### src/rtl/instr_fetch_decoder.sv
// rtl/instr_fetch_decoder.sv - 6502 front end: fetches opcode plus operand bytes and issues one decoded instruction
// Illegal opcodes (low bits 2'b11) latch a sticky flag and park fetch in HALT until reset or pc_load.
module instr_fetch_decoder #(
  parameter int REG_WIDTH    = 8,
  parameter int ADDR_WIDTH   = 16,
  parameter int OPP_WIDTH    = 5,
  parameter int MAX_OPERANDS = 2,
  parameter logic [ADDR_WIDTH-1:0] PC_RESET = '0
) (
  input  logic                              clk,
  input  logic                              reset_n,
  input  logic [REG_WIDTH-1:0]              byte_in,
  input  logic                              byte_valid,
  output logic                              fetch_req,
  output logic [ADDR_WIDTH-1:0]             fetch_addr,
  input  logic                              pc_load,
  input  logic [ADDR_WIDTH-1:0]             pc_load_value,
  output logic                              op_valid,
  input  logic                              op_ready,
  output logic [OPP_WIDTH-1:0]              opp,
  output logic [2:0]                        add_mode,
  output logic [REG_WIDTH*MAX_OPERANDS-1:0] operand,
  output logic [1:0]                        n_operands,
  output logic                              illegal
);

  localparam int OPERAND_W = REG_WIDTH * MAX_OPERANDS;

  localparam logic [2:0] AM3_X_IND = 3'd0;
  localparam logic [2:0] AM3_ZPG   = 3'd1;
  localparam logic [2:0] AM3_IMM   = 3'd2;
  localparam logic [2:0] AM3_ABS   = 3'd3;
  localparam logic [2:0] AM3_IND_Y = 3'd4;
  localparam logic [2:0] AM3_ZPG_X = 3'd5;
  localparam logic [2:0] AM3_ABS_Y = 3'd6;
  localparam logic [2:0] AM3_ABS_X = 3'd7;

  typedef enum logic [1:0] {
    FETCH_OP  = 2'd0,
    FETCH_ARG = 2'd1,
    ISSUE     = 2'd2,
    HALT      = 2'd3
  } state_t;

  state_t                  state_q, state_d;
  logic [ADDR_WIDTH-1:0]   pc_q, pc_d;
  logic [OPP_WIDTH-1:0]    opp_q, opp_d;
  logic [2:0]              add_mode_q, add_mode_d;
  logic [OPERAND_W-1:0]    operand_q, operand_d;
  logic [1:0]              n_operands_q, n_operands_d;
  logic [1:0]              arg_idx_q, arg_idx_d;
  logic                    illegal_q, illegal_d;
  logic                    fetch_req_q, fetch_req_d;
  logic                    op_valid_q, op_valid_d;
  logic                    accept;
  logic [1:0]              byte_count;

  // Absolute modes carry a 16-bit address; every other mode carries one byte.
  function automatic logic [1:0] operand_count(input logic [2:0] am);
    logic [1:0] raw;
    case (am)
      AM3_ABS, AM3_ABS_Y, AM3_ABS_X:                      raw = 2'd2;
      AM3_X_IND, AM3_ZPG, AM3_IMM, AM3_IND_Y, AM3_ZPG_X: raw = 2'd1;
      default:                                            raw = 2'd1;
    endcase
    if (int'(raw) > MAX_OPERANDS) raw = 2'(MAX_OPERANDS);
    return raw;
  endfunction

  assign accept     = fetch_req_q & byte_valid;
  assign byte_count = operand_count(byte_in[4:2]);

  always_comb begin
    state_d      = state_q;
    pc_d         = pc_q;
    opp_d        = opp_q;
    add_mode_d   = add_mode_q;
    operand_d    = operand_q;
    n_operands_d = n_operands_q;
    arg_idx_d    = arg_idx_q;
    illegal_d    = illegal_q;
    fetch_req_d  = fetch_req_q;
    op_valid_d   = op_valid_q;

    if (pc_load) begin
      // Redirect wins over everything, including a byte offered this cycle.
      pc_d        = pc_load_value;
      state_d     = FETCH_OP;
      arg_idx_d   = 2'd0;
      fetch_req_d = 1'b1;
      op_valid_d  = 1'b0;
    end else begin
      case (state_q)
        FETCH_OP: begin
          fetch_req_d = 1'b1;
          if (accept) begin
            pc_d = pc_q + ADDR_WIDTH'(1);
            if (byte_in[1:0] == 2'b11) begin
              illegal_d   = 1'b1;
              state_d     = HALT;
              fetch_req_d = 1'b0;
            end else begin
              opp_d        = OPP_WIDTH'({byte_in[7:5], byte_in[1:0]});
              add_mode_d   = byte_in[4:2];
              operand_d    = '0;
              n_operands_d = byte_count;
              arg_idx_d    = 2'd0;
              if (byte_count != 2'd0) begin
                state_d = FETCH_ARG;
              end else begin
                state_d     = ISSUE;
                fetch_req_d = 1'b0;
                op_valid_d  = 1'b1;
              end
            end
          end
        end

        FETCH_ARG: begin
          if (accept) begin
            pc_d = pc_q + ADDR_WIDTH'(1);
            for (int k = 0; k < MAX_OPERANDS; k++) begin
              if (arg_idx_q == 2'(k)) operand_d[k*REG_WIDTH +: REG_WIDTH] = byte_in;
            end
            arg_idx_d = arg_idx_q + 2'd1;
            if (arg_idx_q + 2'd1 == n_operands_q) begin
              state_d     = ISSUE;
              fetch_req_d = 1'b0;
              op_valid_d  = 1'b1;
            end
          end
        end

        ISSUE: begin
          if (op_ready) begin
            state_d     = FETCH_OP;
            op_valid_d  = 1'b0;
            fetch_req_d = 1'b1;
          end
        end

        HALT: begin
          fetch_req_d = 1'b0;
          op_valid_d  = 1'b0;
        end

        default: begin
          state_d     = FETCH_OP;
          fetch_req_d = 1'b0;
          op_valid_d  = 1'b0;
        end
      endcase
    end
  end

  always_ff @(posedge clk or negedge reset_n) begin
    if (!reset_n) begin
      state_q      <= FETCH_OP;
      pc_q         <= PC_RESET;
      opp_q        <= '0;
      add_mode_q   <= '0;
      operand_q    <= '0;
      n_operands_q <= '0;
      arg_idx_q    <= '0;
      illegal_q    <= 1'b0;
      fetch_req_q  <= 1'b0;
      op_valid_q   <= 1'b0;
    end else begin
      state_q      <= state_d;
      pc_q         <= pc_d;
      opp_q        <= opp_d;
      add_mode_q   <= add_mode_d;
      operand_q    <= operand_d;
      n_operands_q <= n_operands_d;
      arg_idx_q    <= arg_idx_d;
      illegal_q    <= illegal_d;
      fetch_req_q  <= fetch_req_d;
      op_valid_q   <= op_valid_d;
    end
  end

  assign fetch_req  = fetch_req_q;
  assign fetch_addr = pc_q;
  assign op_valid   = op_valid_q;
  assign opp        = opp_q;
  assign add_mode   = add_mode_q;
  assign operand    = operand_q;
  assign n_operands = n_operands_q;
  assign illegal    = illegal_q;

endmodule

### config.mk
export PLATFORM = sky130hd
export DESIGN_NAME = instr_fetch_decoder
export DESIGN_NICKNAME = d
export VERILOG_FILES = /design/src/rtl/instr_fetch_decoder.sv
export SDC_FILE = /design/constraint.sdc
export NUM_CORES = 1
export LEC_CHECK = 0
export ABC_AREA = 1
export CORE_AREA = 2 2 93 95
export CTS_CLUSTER_SIZE = 16
export DETAILED_ROUTE_END_ITERATION = 6
export DIE_AREA = 0 0 95 97
export GPL_TIMING_DRIVEN = 0
export PLACE_DENSITY = 0.67
export SLEW_MARGIN = 15
export SYNTH_ARGS = -nofsm -noshare
export SYNTH_HDL_FRONTEND = slang
export SYNTH_SLANG_ARGS = --single-unit
### constraint.sdc
create_clock -name clk -period 2.1 [get_ports clk]
set_input_delay 0.315 -clock clk [delete_from_list [all_inputs] [get_ports clk]]
set_output_delay 0.315 -clock clk [all_outputs]
set_load 0.05 [all_outputs]
After elaboration in Yosys (flattened, before gate mapping)
Memory sizes are Yosys's and may differ from the RTL's.
Index checks and enable logic that the tools add are counted.
- add/sub/neg operators: 2
- multipliers: 0
- divide/modulo/power cells: 0
- magnitude comparators: 1
- equal/unequal tests: 17
- shift operators: 0
- muxes and demuxes: 39
- bitwise gates (word level): 3
- reduce and logical (&&, ||, !) cells: 18
- operators by type and width (kind ; count):
    $mux W16 ; 6
    $pmux W16 S2 ; 1
    $mux W2 ; 12
    $ne A3 B3 Y1 const B ; 6
    $reduce_and A6 Y1 ; 3
    $add A16 B1 Y16 const B ; 1
    $mux W8 ; 2
    $mux W1 ; 14
    $reduce_and A4 Y1 ; 3
    $ne A2 B2 Y1 const B ; 5
    $pmux W1 S4 ; 2
    $reduce_bool A2 Y1 ; 4
    $eq A2 B2 Y1 const B ; 3
    $pmux W2 S3 ; 1
    $reduce_and A5 Y1 ; 1
    $eq A2 B1 Y1 const B ; 2
    $logic_not A2 Y1 ; 2
    $pmux W2 S2 ; 1
    $reduce_bool A4 Y1 ; 1
    $reduce_and A3 Y1 ; 1
    $reduce_bool A3 Y1 ; 1
    $add A2 B1 Y2 const B ; 1
    $eq A2 B2 Y1 ; 1
    $gt A2 B2 Y1 const B ; 1
    other kinds (4) ; 5
- bits in registers: 49
- bits in latches: 0
- memory bits (writable): 0
- ROM bits: 16
- bits of input ports: 29
- word-level logic and storage cells: 92
- memories: 1
- memory list (name ; depth ; bits a word ; rd ports ; clocked after memory_dff ; write ports ; line ; source):
    (name not given) ; 8 ; 2 ; 1 ; 0 ; 0 ; 61 ; case (am)

Logic depth before layout (Yosys ltp)
An unclocked memory read counts as a cell.
- depth in word-level cells: 9
- gate-level depth with buffers: 10
- depth with buffers taken out: 9

Worst setup path after synthesis
No wires, ideal clock.
- kind: register to register
- start point: register pc_q[1] (netlist: fetch_addr[1])
- end point: register pc_q[10] (netlist: fetch_addr[10])
- library setup time: 0.118 ns
- arrival: 1.543 ns
- required time: 1.982 ns
- slack: 0.439 ns
- cell stages (with the launch flop): 9
- path buffers: 0
- clock period less this slack: 1.661 ns
- cells stage by stage: dfrtp_1 > ha_1 > nand3_1 > inv_1 > nand2_1 > o21ai_0 > nand3_1 > nand2_1 > nand2_1
- longest elaborated chain between the ends: 4
- RTL lines (item ; line ; source):
    start, declared ; 46 ; logic [ADDR_WIDTH-1:0] pc_q, pc_d;
    start signal, assigned ; 170 ; pc_q <= pc_d;
    $add A16 B1 Y16 ; 97, 121 ;
    $mux W16 ; 96, 120 ;
    $mux W16 ; - ;
    $mux W16 ; 85 ; if (pc_load) begin
No other way between the ends. The select of a mux whose other input is x is not followed.
A chain may end at the register's enable or synchronous reset.

Worst setup path in the final report
- start point: register pc_q[10] (netlist: fetch_addr[10])
- end point: output fetch_addr[10]
- RTL lines (item ; line ; source):
    end, declared ; 15 ; output logic [ADDR_WIDTH-1:0] fetch_addr,
No word-level cell between the ends.

==> results.tsv <==
stage	metric	value	unit
yosys	synth_fa_ha_area_frac	0.0359	
global_route	gr-total-overflow	0	
drt	drc	0	
yosys	synth_warnings	0	
cts	clockBufferDepth	2	
setup_path	crit_arrival	1.61	ns
cells_and_area	fin_nets	484	
floorplan	die_area	9220	um2
pwr	p_total	5590	uW
floorplan	die-width	95	um
cts	cts_root_buf	clkbuf_8	
pwr	ir_drop	0.000844	V
drt	vias	2646	
cts	post-cts-setup-buffers	0	
placed_design	dp_hpwl	5390	um
setup_path	r2r-start	state_q[1]	
yosys	synth_xor_xnor_area_share	0.00942	
yosys	synth-simple-area-share	0.286	
setup_path	crit_fanout	7	
cts	clock_latency	0.30	ns
global_route	grt_max_degree	26	
hold_path	hold_path.class	input pin to async pin	
yosys	synth_compound_area_frac	0.134	
sta	drv_slew	0	
setup_path	worst_setup_path_start_kind	flip-flop	
cells_and_area	syn2layout_area_growth	35.1	%
floorplan	io_pins	74	
yosys	synthesis.area	2790	um2
setup_path	critPathKind	flip-flop to output port	
setup_path	crit_buf_inv	1	
pwr	p_leak	0.00181	uW
cts	clock-sinks	49	
cts	htreeDepth	2	
yosys	yosysSeqAreaShare	0.439	
cts	ctsHoldBuffers	0	
setup_path	crit_path_end_kind	output port	
yosys	synthMuxAreaShare	0	
cts	cts_tree	built	
setup_path	crit_chain	clkdlybuf4s50_1	
sta	timing.fmax	520	MHz
drt	dr.pass1.iters	4	
drt	wl_per_cell	12.9	um
global_route	antenna_found_initial	0	
cells_and_area	drive_gt1_frac	0.0960	
global_route	grt_pass1_wl	12000	um
setup_path	worstPathRequired	1.78	ns
placed_design	place.gp.congestion	0.936	
cells_and_area	diodes	0	
sta	rsz0062_at_grt	no	
cells_and_area	fin_util	0.463	
cells_and_area	final_common_cell	nand2_1	
sta	fin_crit_sh	0.916	
drt	via_per_inst	4.78	
setup_path	critPathMaxStageDelay	0.84	ns
placed_design	portBuffers	72	
yosys	syn_area_per_cell	7.60	um2
sta	fin_setup_tns	0	ns
yosys	ys_ff_latch	49	
yosys	synth_cell_types	34	
floorplan	initial_core_util	0.343	
status	outcome	complete, no violations	
sta	relSlewSlack	0.607	
cts	cts_resized	0	
sta	skew	0.0118	ns
global_route	grt_pass1_vias	2619	
sta	hold_viol_final	0	
drt	drtIter0Drc	77	
yosys	synth_edf_count	0	
pwr	p_per_area	1480	nW/um2
sta	setup_viol	0	
placed_design	pre_cts_ws	0.232	ns
yosys	syn-instance-count	367	
sta	finalCriticalPeriod	1.92	ns
floorplan	die_h	97	um
floorplan	core_area	8130	um2
cts	path_clk_slew	0.10	ns
global_route	grt_use_total	0.161	
setup_path	startpoint	fetch_addr[10]	
drt	wl	7140	um
setup_path	cp_top_family	buffers and inverters	
sta	tightest_slew	0.589	ns
cells_and_area	final_cell_mix	nand2_1 (116), clkdlybuf4s50_1 (71), dfrtp_1 (49)	
yosys	synth_top_family_by_area	simple AND/OR/NAND/NOR gates	
drt	ant_nets	0	
floorplan	std_cell_rows	33	
yosys	async_flop_share	1.00	
setup_path	crit_slowest_cell	clkdlybuf4s50_1	
sta	setup_ws	0.177	ns
cts	cts_inserted_buffers	5	
yosys	syn_nets	404	
yosys	synthFlopType	dfrtp_1	
flow_run	maxCapViolations	0	
-- synthesized netlist by cell type (2+ instances only) --
cell / number / area share
inv_1: 46 / 0.062
inv_2: 2 / 0.0027
ha_1: 8 / 0.036
o22ai_1: 2 / 0.0045
nand4_1: 6 / 0.013
o211ai_1: 3 / 0.0081
a21oi_1: 7 / 0.013
o21ai_2: 11 / 0.035
nand2_2: 3 / 0.0067
nand3_1: 16 / 0.029
nor2_1: 40 / 0.054
buf_6: 4 / 0.016
nor3_1: 2 / 0.0036
xor2_1: 2 / 0.0063
buf_4: 2 / 0.0054
a211oi_1: 3 / 0.0081
nand3_2: 2 / 0.0072
nand2_1: 116 / 0.16
buf_2: 4 / 0.0072
o21ai_0: 26 / 0.047
dfrtp_1: 49 / 0.44
-- layout make-up --
class / count / area [um2]
fill: 805 / 4370
clock inverter: 2 / 38.8
clock buffer: 6 / 72.6
sequential: 49 / 1230
multi-input combinational: 258 / 1300
inverter: 49 / 184
timing repair buffer: 73 / 736
tap: 105 / 131
buffer: 11 / 83.8
-- path summary, 6_finish.rpt --
path / end / slack (ns) / cells past startpoint
setup / recovery: fetch_addr[10] / 0.18 / 1
hold / removal: state_q[1] / 0.006 / 1
setup reg to reg: state_q[1] / 0.33 / 8
hold reg to reg: illegal / 0.48 / 1
max in group asynchronous: fetch_addr[4] / 1.55 / 2
min in group clk: state_q[0] / 0.41 / 4
-- power by group --
group          switching (uW)  total [uW]  internal (uW)
clock network             331         689            358
logic                    2200        3280           1080
registers                 313        1620           1300
-- per-stage QoR --
stage / std cells / hold slack (ns) / instance area [um2]
final: 553 / 0.00624 / 3770
after global routing: 553 / 0.0347 / 3770
after CTS: 553 / 0.0227 / 3770
after detailed placement: 545 / 0.357 / 3660
after global placement: 544 / 0.458 / 3640
after floorplan: 367 / 0.0194 / 2790
-- routing by layer --
metal  part of all wire  track usage
met3              0.089       0.0421
met2               0.47        0.269
met1               0.43        0.207
met4              0.011       0.0379
met5                  0            0
-- flip-flops by register name, indices dropped and copies added (netlist names) --
signal      cells
fetch_addr     16
arg_idx_q       2
n_operands      2
op_valid        1
illegal         1
state_q         2
add_mode        3
operand        16
fetch_req       1
opp             5
-- cells by family after synthesis --
logic type      Yosys count
compound gates           58
simple gates            189
xor+xnor                  3
fa+ha+maj                 8
buf+inv                  60
flops                    49
Power figures use the tool's default switching activity.
==> variant 1 (same settings) <==
Reset style: synchronous (`reset_n`), changed in one clocked block.
--- a/src/rtl/instr_fetch_decoder.sv
+++ b/src/rtl/instr_fetch_decoder.sv
@@ -153,7 +153,7 @@
     end
   end
 
-  always_ff @(posedge clk or negedge reset_n) begin
+  always_ff @(posedge clk) begin
     if (!reset_n) begin
       state_q      <= FETCH_OP;
       pc_q         <= PC_RESET;
Function: differs if reset_n is asserted again (counterexample within 4 cycles, from zero or initial values and one cycle with reset_n low); with reset_n held inactive, the same outputs for 10 cycles.
==> variant 1 against the original RTL <==
  * Routed wire length fell by 1.4%
  * Setup slack improved by 0.014 ns
  * Largest cell class unchanged
  * Final area fell by 8.1%
  * Count of clock-buffer cells in the layout fell by 1
  * Area after synthesis fell by 11%
  * Global-route usage fell by 0.17 points
  * Clock skew fell by 0.0041 ns
  * Sequential cell count did not move
  * Sequential share of layout area fell by 4.2 points
Power is not compared: it rests on default switching activity, and its combinational part moved more than twofold at a synthesized area within 25%.
==> variant 1: results (changes against the original RTL) <==
<table>
<tr><th>Metric</th><th>Value</th></tr>
<tr><th colspan="2">Outcome</th></tr>
<tr><td>Result of the run</td><td>completed</td></tr>
<tr><th colspan="2">Logic synthesis</th></tr>
<tr><td>Top cell types by occurrence after synthesis</td><td>nand2_1 (71), nor2_1 (51), dfxtp_1 (49)</td></tr>
<tr><td>Syn_nets</td><td>383 (-5.2%)</td></tr>
<tr><td>Share of async-settable or async-resettable flops after synthesis</td><td>0% (-100 points)</td></tr>
<tr><td>Average instance area after synthesis</td><td>7.17 um^2 (-5.6%)</td></tr>
<tr><td>Sequential area share after synthesis</td><td>39.5% (-4.4 points)</td></tr>
<tr><td>Compound-gate portion of the synthesized area</td><td>18.1% (+4.7 points)</td></tr>
<tr><th colspan="2">Cells and area</th></tr>
<tr><td>Share of post-route cells with drive strength above 1</td><td>5.63% (-4.0 points)</td></tr>
<tr><td>Register share of the cell area</td><td>28.3% (-4.2 points)</td></tr>
<tr><td>Growth of design area from synthesis to finish</td><td>39.6%</td></tr>
<tr><td>Total of fill cells in the finished design</td><td>830 (+3.1%)</td></tr>
<tr><td>Non-clock inverter instance count of the final layout</td><td>28 (-43%)</td></tr>
<tr><td># nets final</td><td>462 (-4.5%)</td></tr>
<tr><td>Count of multi-input combinational gates</td><td>256 (-0.78%)</td></tr>
<tr><td>Clock network contribution to total cell area</td><td>3.32% (+0.37 points)</td></tr>
<tr><td>Non-Clock Buffer Count</td><td>85 (+1.2%)</td></tr>
<tr><td>FFs &amp; Latches</td><td>49 (unchanged)</td></tr>
<tr><th colspan="2">Setup path</th></tr>
<tr><td>Worst-path maximum fanout</td><td>6 (-1)</td></tr>
<tr><td>Data arrival time of the worst path</td><td>1.59 ns (-0.02 ns)</td></tr>
<tr><th colspan="2">Timing</th></tr>
<tr><td>Largest clock skew in the final design</td><td>0.00770 ns (-0.00412 ns)</td></tr>
<tr><td>Post-route worst hold slack</td><td>0.458 ns (+0.452 ns)</td></tr>
<tr><td>Final Critical Period</td><td>1.91 ns (-0.0135 ns)</td></tr>
<tr><th colspan="2">GRT</th></tr>
<tr><td>Largest net degree at the start of global routing</td><td>17 (-35%)</td></tr>
<tr><th colspan="2">Placement</th></tr>
<tr><td>Post-placement cell count</td><td>523 (-4.0%)</td></tr>
<tr><td>Total half-perimeter wirelength after legalization and detailed placement</td><td>5.50 mm (+2.1%)</td></tr>
<tr><th colspan="2">Route</th></tr>
<tr><td>Total number of vias</td><td>2544 (-3.9%)</td></tr>
<tr><td>Routed wire length per instance</td><td>13.3 um (+2.7%)</td></tr>
<tr><th colspan="2">Hold path</th></tr>
<tr><td>Worst min-delay path category</td><td>primary input to flop</td></tr>
</table>
## variant 1: changes by cell type after synthesis, sizes merged, moves of 6 or more
cell	change
dfrtp	-49
dfxtp	+49
nand2	-47
a21oi	+24
inv	-20
nor2	+13
o21ai	-13
clkbuf	+8
buf	-6
## variant 1: per-layer routing
metal | vias up | track usage (%) | share of wire [%]
met2 | 62 | 27.1 | 49
met5 | - | 0 | 0
li1 | 1311 | - | -
met3 | 9 | 3.27 | 5.1
met1 | 1162 | 19.8 | 45
met4 | 0 | 5.35 | 1.4
## variant 1: power by group
group	internal [mW]	leakage [nW]	switching (mW)
Clock	0.357	0.0543	0.339
Combinational	0.205	0.835	0.362
Sequential	0.981	0.401	0.0466
Total	1.54	1.29	0.747
## variant 1: timing repair
item | in CTS | in global routing
hold endpoints to repair | 0 | 0
setup endpoints to repair | 0 | 12
gates resized for setup | 0 | 5
==> variant 2 (same settings) <==
Made on the original files. Change the parameter `OPP_WIDTH` from 5 to 10.
--- a/src/rtl/instr_fetch_decoder.sv
+++ b/src/rtl/instr_fetch_decoder.sv
@@ -3,7 +3,7 @@
 module instr_fetch_decoder #(
   parameter int REG_WIDTH    = 8,
   parameter int ADDR_WIDTH   = 16,
-  parameter int OPP_WIDTH    = 5,
+  parameter int OPP_WIDTH    = 10,
   parameter int MAX_OPERANDS = 2,
   parameter logic [ADDR_WIDTH-1:0] PC_RESET = '0
 ) (
Ports: changed (resized opp); port bits go from 74 to 79. The function was not compared with the original's and may differ.
==> variant 2 against the original RTL <==
  * First-iteration DRC count is 21% lower
  * Final area is 3.3% higher
  * Setup slack worse by 0.047 ns
  * Power is 0.58% higher
  * Area after synthesis is 2.2% higher
  * Routed wire length is 2.6% higher
  * Sequential cell count stayed put
  * Critical path type unchanged
==> variant 2: results (changes against the original RTL) <==
<table>
<tr><th>Metric</th><th>Value</th></tr>
<tr><th colspan="2">Cells and area</th></tr>
<tr><td># nets final</td><td>499 (+3.1%)</td></tr>
<tr><th colspan="2">Placement</th></tr>
<tr><td>Placement-stage worst setup slack</td><td>0.192 ns (-0.0390 ns)</td></tr>
<tr><td>Count of buffers from port buffering</td><td>73 (+1.4%)</td></tr>
<tr><td>Total half-perimeter wirelength after legalization and detailed placement</td><td>5.60 mm (+3.8%)</td></tr>
<tr><td>Final GP Congestion</td><td>0.924 (-1.3%)</td></tr>
<tr><td>Cell area after placement</td><td>0.00377 mm^2 (+3.1%)</td></tr>
<tr><td>Post-placement cell count</td><td>559 (+2.6%)</td></tr>
<tr><th colspan="2">Route</th></tr>
<tr><td>Initial drt markers</td><td>61 (-21%)</td></tr>
<tr><td>Routed wire length per instance</td><td>12.9 um (about the same)</td></tr>
<tr><td>Number of search-and-repair iterations in the first detailed-routing pass</td><td>5 (+1)</td></tr>
<tr><td>Total number of vias</td><td>2711 (+2.5%)</td></tr>
<tr><td>Final wirelength</td><td>7.33 mm (+2.6%)</td></tr>
<tr><th colspan="2">Timing</th></tr>
<tr><td>Max-Slew Margin vs Limit</td><td>63.8% (+3.1 points)</td></tr>
<tr><td>Largest clock skew in the final design</td><td>0.00856 ns (-0.00326 ns)</td></tr>
<tr><th colspan="2">Power and ir drop</th></tr>
<tr><td>Leak pwr</td><td>1.89 nW (+4.6%)</td></tr>
<tr><td>Peak supply drop</td><td>0.000941 V (+11%)</td></tr>
<tr><td>Switching power share of the total</td><td>51.1% (+0.20 points)</td></tr>
<tr><th colspan="2">GRT</th></tr>
<tr><td>Global-route wire length before repair</td><td>12.3 mm (+2.5%)</td></tr>
<tr><td>All-Layer GR Usage</td><td>16.8% (+0.69 points)</td></tr>
<tr><td>Via count of the first global-routing pass</td><td>2631 (+0.46%)</td></tr>
<tr><td>Largest net degree at the start of global routing</td><td>32 (+23%)</td></tr>
<tr><th colspan="2">Logic synthesis</th></tr>
<tr><td>Arithmetic-cell share of the synthesized area counting full adders, half adders and majority gates</td><td>3.51% (-0.076 points)</td></tr>
<tr><td>Compound-gate portion of the synthesized area</td><td>12.9% (-0.50 points)</td></tr>
<tr><td>Synthesized-area fraction occupied by xor and xnor cells</td><td>0.922% (-0.020 points)</td></tr>
<tr><td>Top cell types by occurrence after synthesis</td><td>nand2_1 (120), dfrtp_1 (49), inv_1 (43)</td></tr>
<tr><td>Average instance area after synthesis</td><td>7.60 um^2 (about the same)</td></tr>
<tr><th colspan="2">Outcome</th></tr>
<tr><td>Result of the run</td><td>completed</td></tr>
<tr><th colspan="2">CTS</th></tr>
<tr><td>Number of buffers inserted by hold repair at cts</td><td>1 (+1)</td></tr>
</table>
## variant 2: cell types whose count changed after synthesis, moves of 2 or more
| cell | delta |
|---|---|
| inv_1 | -3 |
| nand2_1 | +4 |
| inv_2 | +2 |
| buf_4 | +4 |
| nand4_1 | -2 |
| o21ai_0 | -3 |
| o21ai_1 | +3 |
| nor2_2 | +2 |
## variant 2: worst reg2reg max path, delay by kind of cell, from the launching register on
family                     cells  cell delay, ns
AOI/OAI and AO/OA              1            0.15
adders and majority gates      1            0.20
buffers and inverters          4            0.46
DFF                            1            0.42
and+or+nand+nor                5            0.44
## variant 2: cell type report
class                   instances  area (um^2)
multi-input cells             266         1330
clock buffers                   5         68.8
well taps                     105          131
clock inverters                 3         43.8
repair buffers                 76          783
inverters                      48          180
fillers                       793         4240
flip-flops and latches         49         1230
plain buffers                  16          126
## variant 2: routing by layer
metal	track usage (%)	vias to the layer above	wire (um)
met2	27.7	105	3460
met1	20.8	1255	3100
met4	5.24	0	106
met5	0	-	0
li1	-	1339	-
met3	5.30	12	661
## variant 2: final timing paths
path	cells after the start	endpoint	slack (ns)	start
max reg2reg	11	fetch_addr[8]	0.34	state_q[1]
min in group asynchronous	3	fetch_addr[3]	0.50	reset_n
min reg2reg	1	illegal	0.47	illegal
min	1	illegal	0.47	illegal
max	1	fetch_addr[11]	0.13	fetch_addr[11]
max in group asynchronous	4	fetch_addr[8]	1.25	reset_n
## variant 2: power groups by stage
stage | clock [mW] | combinational [mW] | sequential, mW
2_1_floorplan | 0 | 1.14 | 2.74
3_5_place_dp | 0 | 3.35 | 1.61
3_3_place_gp | 0 | 3.30 | 1.61
5_1_grt | 0.748 | 3.59 | 1.66
6_report | 0.695 | 3.32 | 1.61
4_1_cts | 0.720 | 3.36 | 1.61
